<file path="src/rtl/pattern_history_table.sv">
// rtl/pattern_history_table.sv - gshare-style pattern history table of saturating counters
// Flop-based table, self-initialised after reset, with one lookup and one update per cycle.
module pattern_history_table #(
  parameter int R = 4,
  parameter int M = 2,
  parameter int N = 2
) (
  input  logic           clk,
  input  logic           reset,
  input  logic           rd_en,
  input  logic [R+M-1:0] rd_addr,
  output logic [N-1:0]   rd_state,
  output logic           rd_valid,
  output logic           predict,
  input  logic           upd_en,
  input  logic [R+M-1:0] upd_addr,
  input  logic           upd_taken,
  output logic           busy,
  output logic [15:0]    upd_count,
  output logic [15:0]    miss_count
);

  localparam int AW    = R + M;
  localparam int DEPTH = 1 << AW;
  localparam logic [N-1:0]  INIT_VAL = {1'b0, {(N-1){1'b1}}};
  localparam logic [N-1:0]  MAX_VAL  = '1;
  localparam logic [AW-1:0] LAST_IDX = '1;
  localparam logic [15:0]   CNT_MAX  = 16'hFFFF;

  typedef enum logic {INIT, READY} state_t;

  state_t        state_q, state_d;
  logic [AW-1:0] idx_q, idx_d;
  logic [N-1:0]  table_q [DEPTH];

  logic          rd_fire;
  logic          upd_fire;
  logic [N-1:0]  upd_old;
  logic [N-1:0]  upd_new;
  logic          mispredict;

  always_ff @(posedge clk or negedge reset) begin
    if (!reset) begin
      state_q <= INIT;
      idx_q   <= '0;
    end else begin
      state_q <= state_d;
      idx_q   <= idx_d;
    end
  end

  // idx naturally wraps back to 0 on the last INIT write, ready for the next reset
  always_comb begin
    state_d = state_q;
    idx_d   = idx_q;
    case (state_q)
      INIT: begin
        idx_d = idx_q + 1'b1;
        if (idx_q == LAST_IDX) state_d = READY;
      end
      READY: ;
      default: begin
        state_d = INIT;
        idx_d   = '0;
      end
    endcase
  end

  assign busy     = (state_q == INIT);
  assign rd_fire  = rd_en && !busy;
  assign upd_fire = upd_en && !busy;

  always_comb begin
    upd_old    = table_q[upd_addr];
    upd_new    = upd_old;
    mispredict = (upd_old[N-1] != upd_taken);
    if (upd_taken && (upd_old != MAX_VAL))
      upd_new = upd_old + 1'b1;
    else if (!upd_taken && (upd_old != '0))
      upd_new = upd_old - 1'b1;
  end

  // Table contents are deliberately not reset; INIT rewrites every entry instead.
  always_ff @(posedge clk) begin
    if (busy)
      table_q[idx_q] <= INIT_VAL;
    else if (upd_fire)
      table_q[upd_addr] <= upd_new;
  end

  always_ff @(posedge clk or negedge reset) begin
    if (!reset) begin
      rd_state <= '0;
      rd_valid <= 1'b0;
    end else begin
      rd_valid <= rd_fire;
      if (rd_fire) begin
        if (upd_fire && (upd_addr == rd_addr))
          rd_state <= upd_new;
        else
          rd_state <= table_q[rd_addr];
      end
    end
  end

  assign predict = rd_state[N-1];

  always_ff @(posedge clk or negedge reset) begin
    if (!reset) begin
      upd_count  <= '0;
      miss_count <= '0;
    end else if (upd_fire) begin
      if (upd_count != CNT_MAX)
        upd_count <= upd_count + 1'b1;
      if (mispredict && (miss_count != CNT_MAX))
        miss_count <= miss_count + 1'b1;
    end
  end

endmodule

</file>
<file path="config.mk">
export PLATFORM = sky130hd
export DESIGN_NAME = pattern_history_table
export DESIGN_NICKNAME = d
export VERILOG_FILES = /design/src/rtl/pattern_history_table.sv
export SDC_FILE = /design/constraint.sdc
export NUM_CORES = 1
export LEC_CHECK = 0
export ABC_AREA = 0
export CORE_MARGIN = 2
export CORE_UTILIZATION = 55
export DETAILED_ROUTE_END_ITERATION = 8
export GPL_TIMING_DRIVEN = 1
export PLACE_DENSITY = 0.82
export SLEW_MARGIN = 10
export SYNTH_ARGS = -nofsm -noshare
export SYNTH_HDL_FRONTEND = slang
export SYNTH_SLANG_ARGS = --single-unit
</file>
<file path="constraint.sdc">
create_clock -name clk -period 7.1 [get_ports clk]
set_input_delay 1.065 -clock clk [delete_from_list [all_inputs] [get_ports clk]]
set_output_delay 1.065 -clock clk [all_outputs]
set_load 0.02 [all_outputs]
</file>
==> impl_metrics.toml <==
[worst_setup_path]
worst-setup-path-type = "primary input to flop"
critical-path-top-delay-family = "buffers and inverters"
critical_path_arrival_ns = 5.62
timing.rr.start = "table_q[4][1]"
critical_path_peak_fanout = 36
cp.depth = 12
worstPathBufferInverterCount = 3
crit_slowest_cell = "clkdlybuf4s50_1"
crit_path_cell_trace = "clkdlybuf4s50_1, mux4_1, mux2i_1, o22ai_1, or4_1, nand2_1, inv_2, ha_1, and2_1, o21a_1, mux2i_4, buf_12"
setup.worst_path.end = "table_q[13][0]"
cp_slowest_stage_delay_ns = 1.33
r2r_setup_slack_ns = 3.16
endpoint_kind = "flop"
critical_path_required_ns = 7.36
crit_path_start = "upd_addr[1]"
setup.worst_path.start_class = "primary input"
crit-reg2reg-capture = "table_q[13][0]"
reg2regPathDepth = 11

[synth]
yosysMostFrequentCell = "edfxtp_1"
netlist_area_um2 = 8812
synthTopCellsByCount = "128 x edfxtp_1, 77 x nor2_1, 59 x mux4_2, 42 x dfrtp_1, 38 x nand2_1"
synth_top_cell_by_area = "edfxtp_1"
synth-edff-count = 128
synth-seq-area-share_pct = 55.54
yosys_register_bits = 170
synth_nets = 631
postSynthAreaPerCell_um2 = 14.47
synthesis.instances = 609
netlist_top_cells_area = "edfxtp_1 44%, mux4_2 15%, dfrtp_1 12%"
async_reset_ff_share_pct = 24.71
synth_flop_cell = "edfxtp_1"
synth_cell_types = 57
post-synth-top-area-fraction_pct = 43.62
ys.warnings.count = 0

[grt]
grt_first_pass_wirelength_um = 32530
grt_max_degree = 65
grt_remaining_overflow = 0
antenna_violations_before_repair = 0
grtUsageTotal_pct = 26.07
vias_in_the_first_global_route = 5778

[layout]
antenna-diode-count = 0
layout-area-overhead-vs-synth_pct = 13.50
post_route_cells_drive_above_1_share_pct = 16.32
fin_area_um2 = 10000
finish.utilization_pct = 63.42
multiInputGateArea_um2 = 3666
finalNetCount = 677
filler_cell_count = 1165
ff_latch_area_um2 = 4895

[clock_tree]
cts.repair.resized = 0
clock_edge_transition_at_the_registers_on_the_reported_setup_and_hold_paths_ns = 0.06
count_of_hold_fix_buffers_inserted_at_cts = 0
cts-root-to-sink-buffers = 2
htreeDepth = 4
clock_root_buffer = "clkbuf_16"
cts_tree = "built"
latest_clock_arrival_within_the_worst_skew_pair_ns = 0.43
cts_setup_buffers = 0
cts-buffers-inserted = 17
clock_sink_count = 170

[sta]
relSlewSlack_pct = 13.89
timing.fmax_mhz = 186.5
final-max-slew-violation-count = 0
setup_repair_after_global_routing_missed_its_margin = "no"
number_of_endpoints_with_negative_hold_slack_in_the_final_report = 0
timing.final.crit_share_pct = 75.50
worstMarginPinSlew_ns = 1.288
setup_violations = 0
min_period_ns = 5.361
setup_total_negative_slack_ns = 0
finalClockSkew_ns = 0.004947
setup_slack_ns = 1.739

[route]
drtIter0Drc = 726
via_count = 5793
vias_per_cell = 6.553
drc = 0
final_antenna_net_count = 0
detail_route.first_pass.iterations = 6
routed_wire_per_std_cell_um = 23.85
wirelength_um = 21080

[job]
maxCapViolations = 0

[power]
fin_total_pwr_mw = 2.039
vdd_ir_drop_max_mv = 0.1891
cellPowerDensity_nw_per_um2 = 203.8
total_leakage_power_nw = 3.074

[place]
place_hpwl_um = 14210
portBuffers = 53
place_congestion = 0.8945
detailedPlace.worstSlack_ns = 1.317
dpl_cell_area_um2 = 9442

[worst_hold_path]
worstHoldPathType = "flop to flop"

[floorplan]
die_w_um = 130.6
core_area_um2 = 15770
starting_utilization_of_the_core_area_pct = 55.88
design.portCount = 54
chipHeight_um = 130.6
floorplan_row_count = 46
die-area_um2 = 17050

[run_status]
outcome = "completed"
## per-layer routing
metal	vias to the layer above	global-route usage, %	share of wire, %
li1	2473	-	-
met1	2886	35.62	39
met2	384	40.56	47
met3	50	7.166	11
met4	0	9.887	3.2
met5	-	0	0
## worst min path at each step
stage                     cells after the start  slack (ns)      startpoint             end
after floorplan                               1        0.47        idx_q[5]        idx_q[5]
after global placement                        1        0.48   upd_count[10]   upd_count[10]
after detailed placement                      1        0.49    upd_count[7]    upd_count[7]
after CTS                                     1        0.50    upd_count[7]    upd_count[7]
after global routing                          1        0.53  miss_count[12]  miss_count[12]
final                                         1        0.49    upd_count[7]    upd_count[7]
## per-stage QoR
step | hold slack, ns | instances
2_1_floorplan | 0.4670 | 609
3_5_place_dp | 0.4857 | 852
4_1_cts | 0.4959 | 884
5_1_grt | 0.5281 | 884
6_report | 0.4916 | 884
3_3_place_gp | 0.4754 | 852
## placed cells by master, fill, tap and decap left out, types with 7 or more instances in the layout
cell / synthesis / final
nand3_1: 22 / 22
mux4_1: 11 / 11
clkbuf_16: 0 / 17
mux2i_1: 18 / 18
edfxtp_1: 128 / 128
xnor2_1: 30 / 30
mux4_2: 59 / 59
a21oi_1: 9 / 9
a22oi_1: 7 / 7
nor2_1: 77 / 77
nand2_1: 38 / 38
o21ai_0: 7 / 7
xor2_1: 11 / 11
inv_1: 9 / 9
clkdlybuf4s50_1: 0 / 50
dfrtp_1: 42 / 42
nor3_1: 12 / 12
## report_power, final
group / switching (mW) / internal, mW
sequential: 0 / 1.06
clock: 0.373 / 0.513
combinational: 0.0558 / 0.0394
total: 0.429 / 1.61
## flip-flops by register name (all words and copies together) (netlist names)
name and flops:
table_q 128, miss_count 16, upd_count 16, idx_q 6, rd_state 2, rd_valid 1, state_q 1
## cell type report
cell class,instances,area share (%)
Inverter,10,0.3753
Clock buffer,19,4.328
Multi-Input combinational cell,397,36.65
Tap cell,216,2.702
Timing Repair Buffer,59,5.729
Clock inverter,13,1.276
Sequential cell,170,48.94
## logic make-up after synthesis
family                     Yosys count  share of synthesized area (%)
and+or+nand+nor                    200                          10.86
DFF                                170                          55.54
muxes                               95                          21.33
AOI/OAI and AO/OA                   56                          4.529
buffers and inverters               42                          2.953
xor gates and xnor gates            41                          4.075
adders and majority gates            5                         0.7099
No activity file was read; power rests on OpenSTA's default activity.
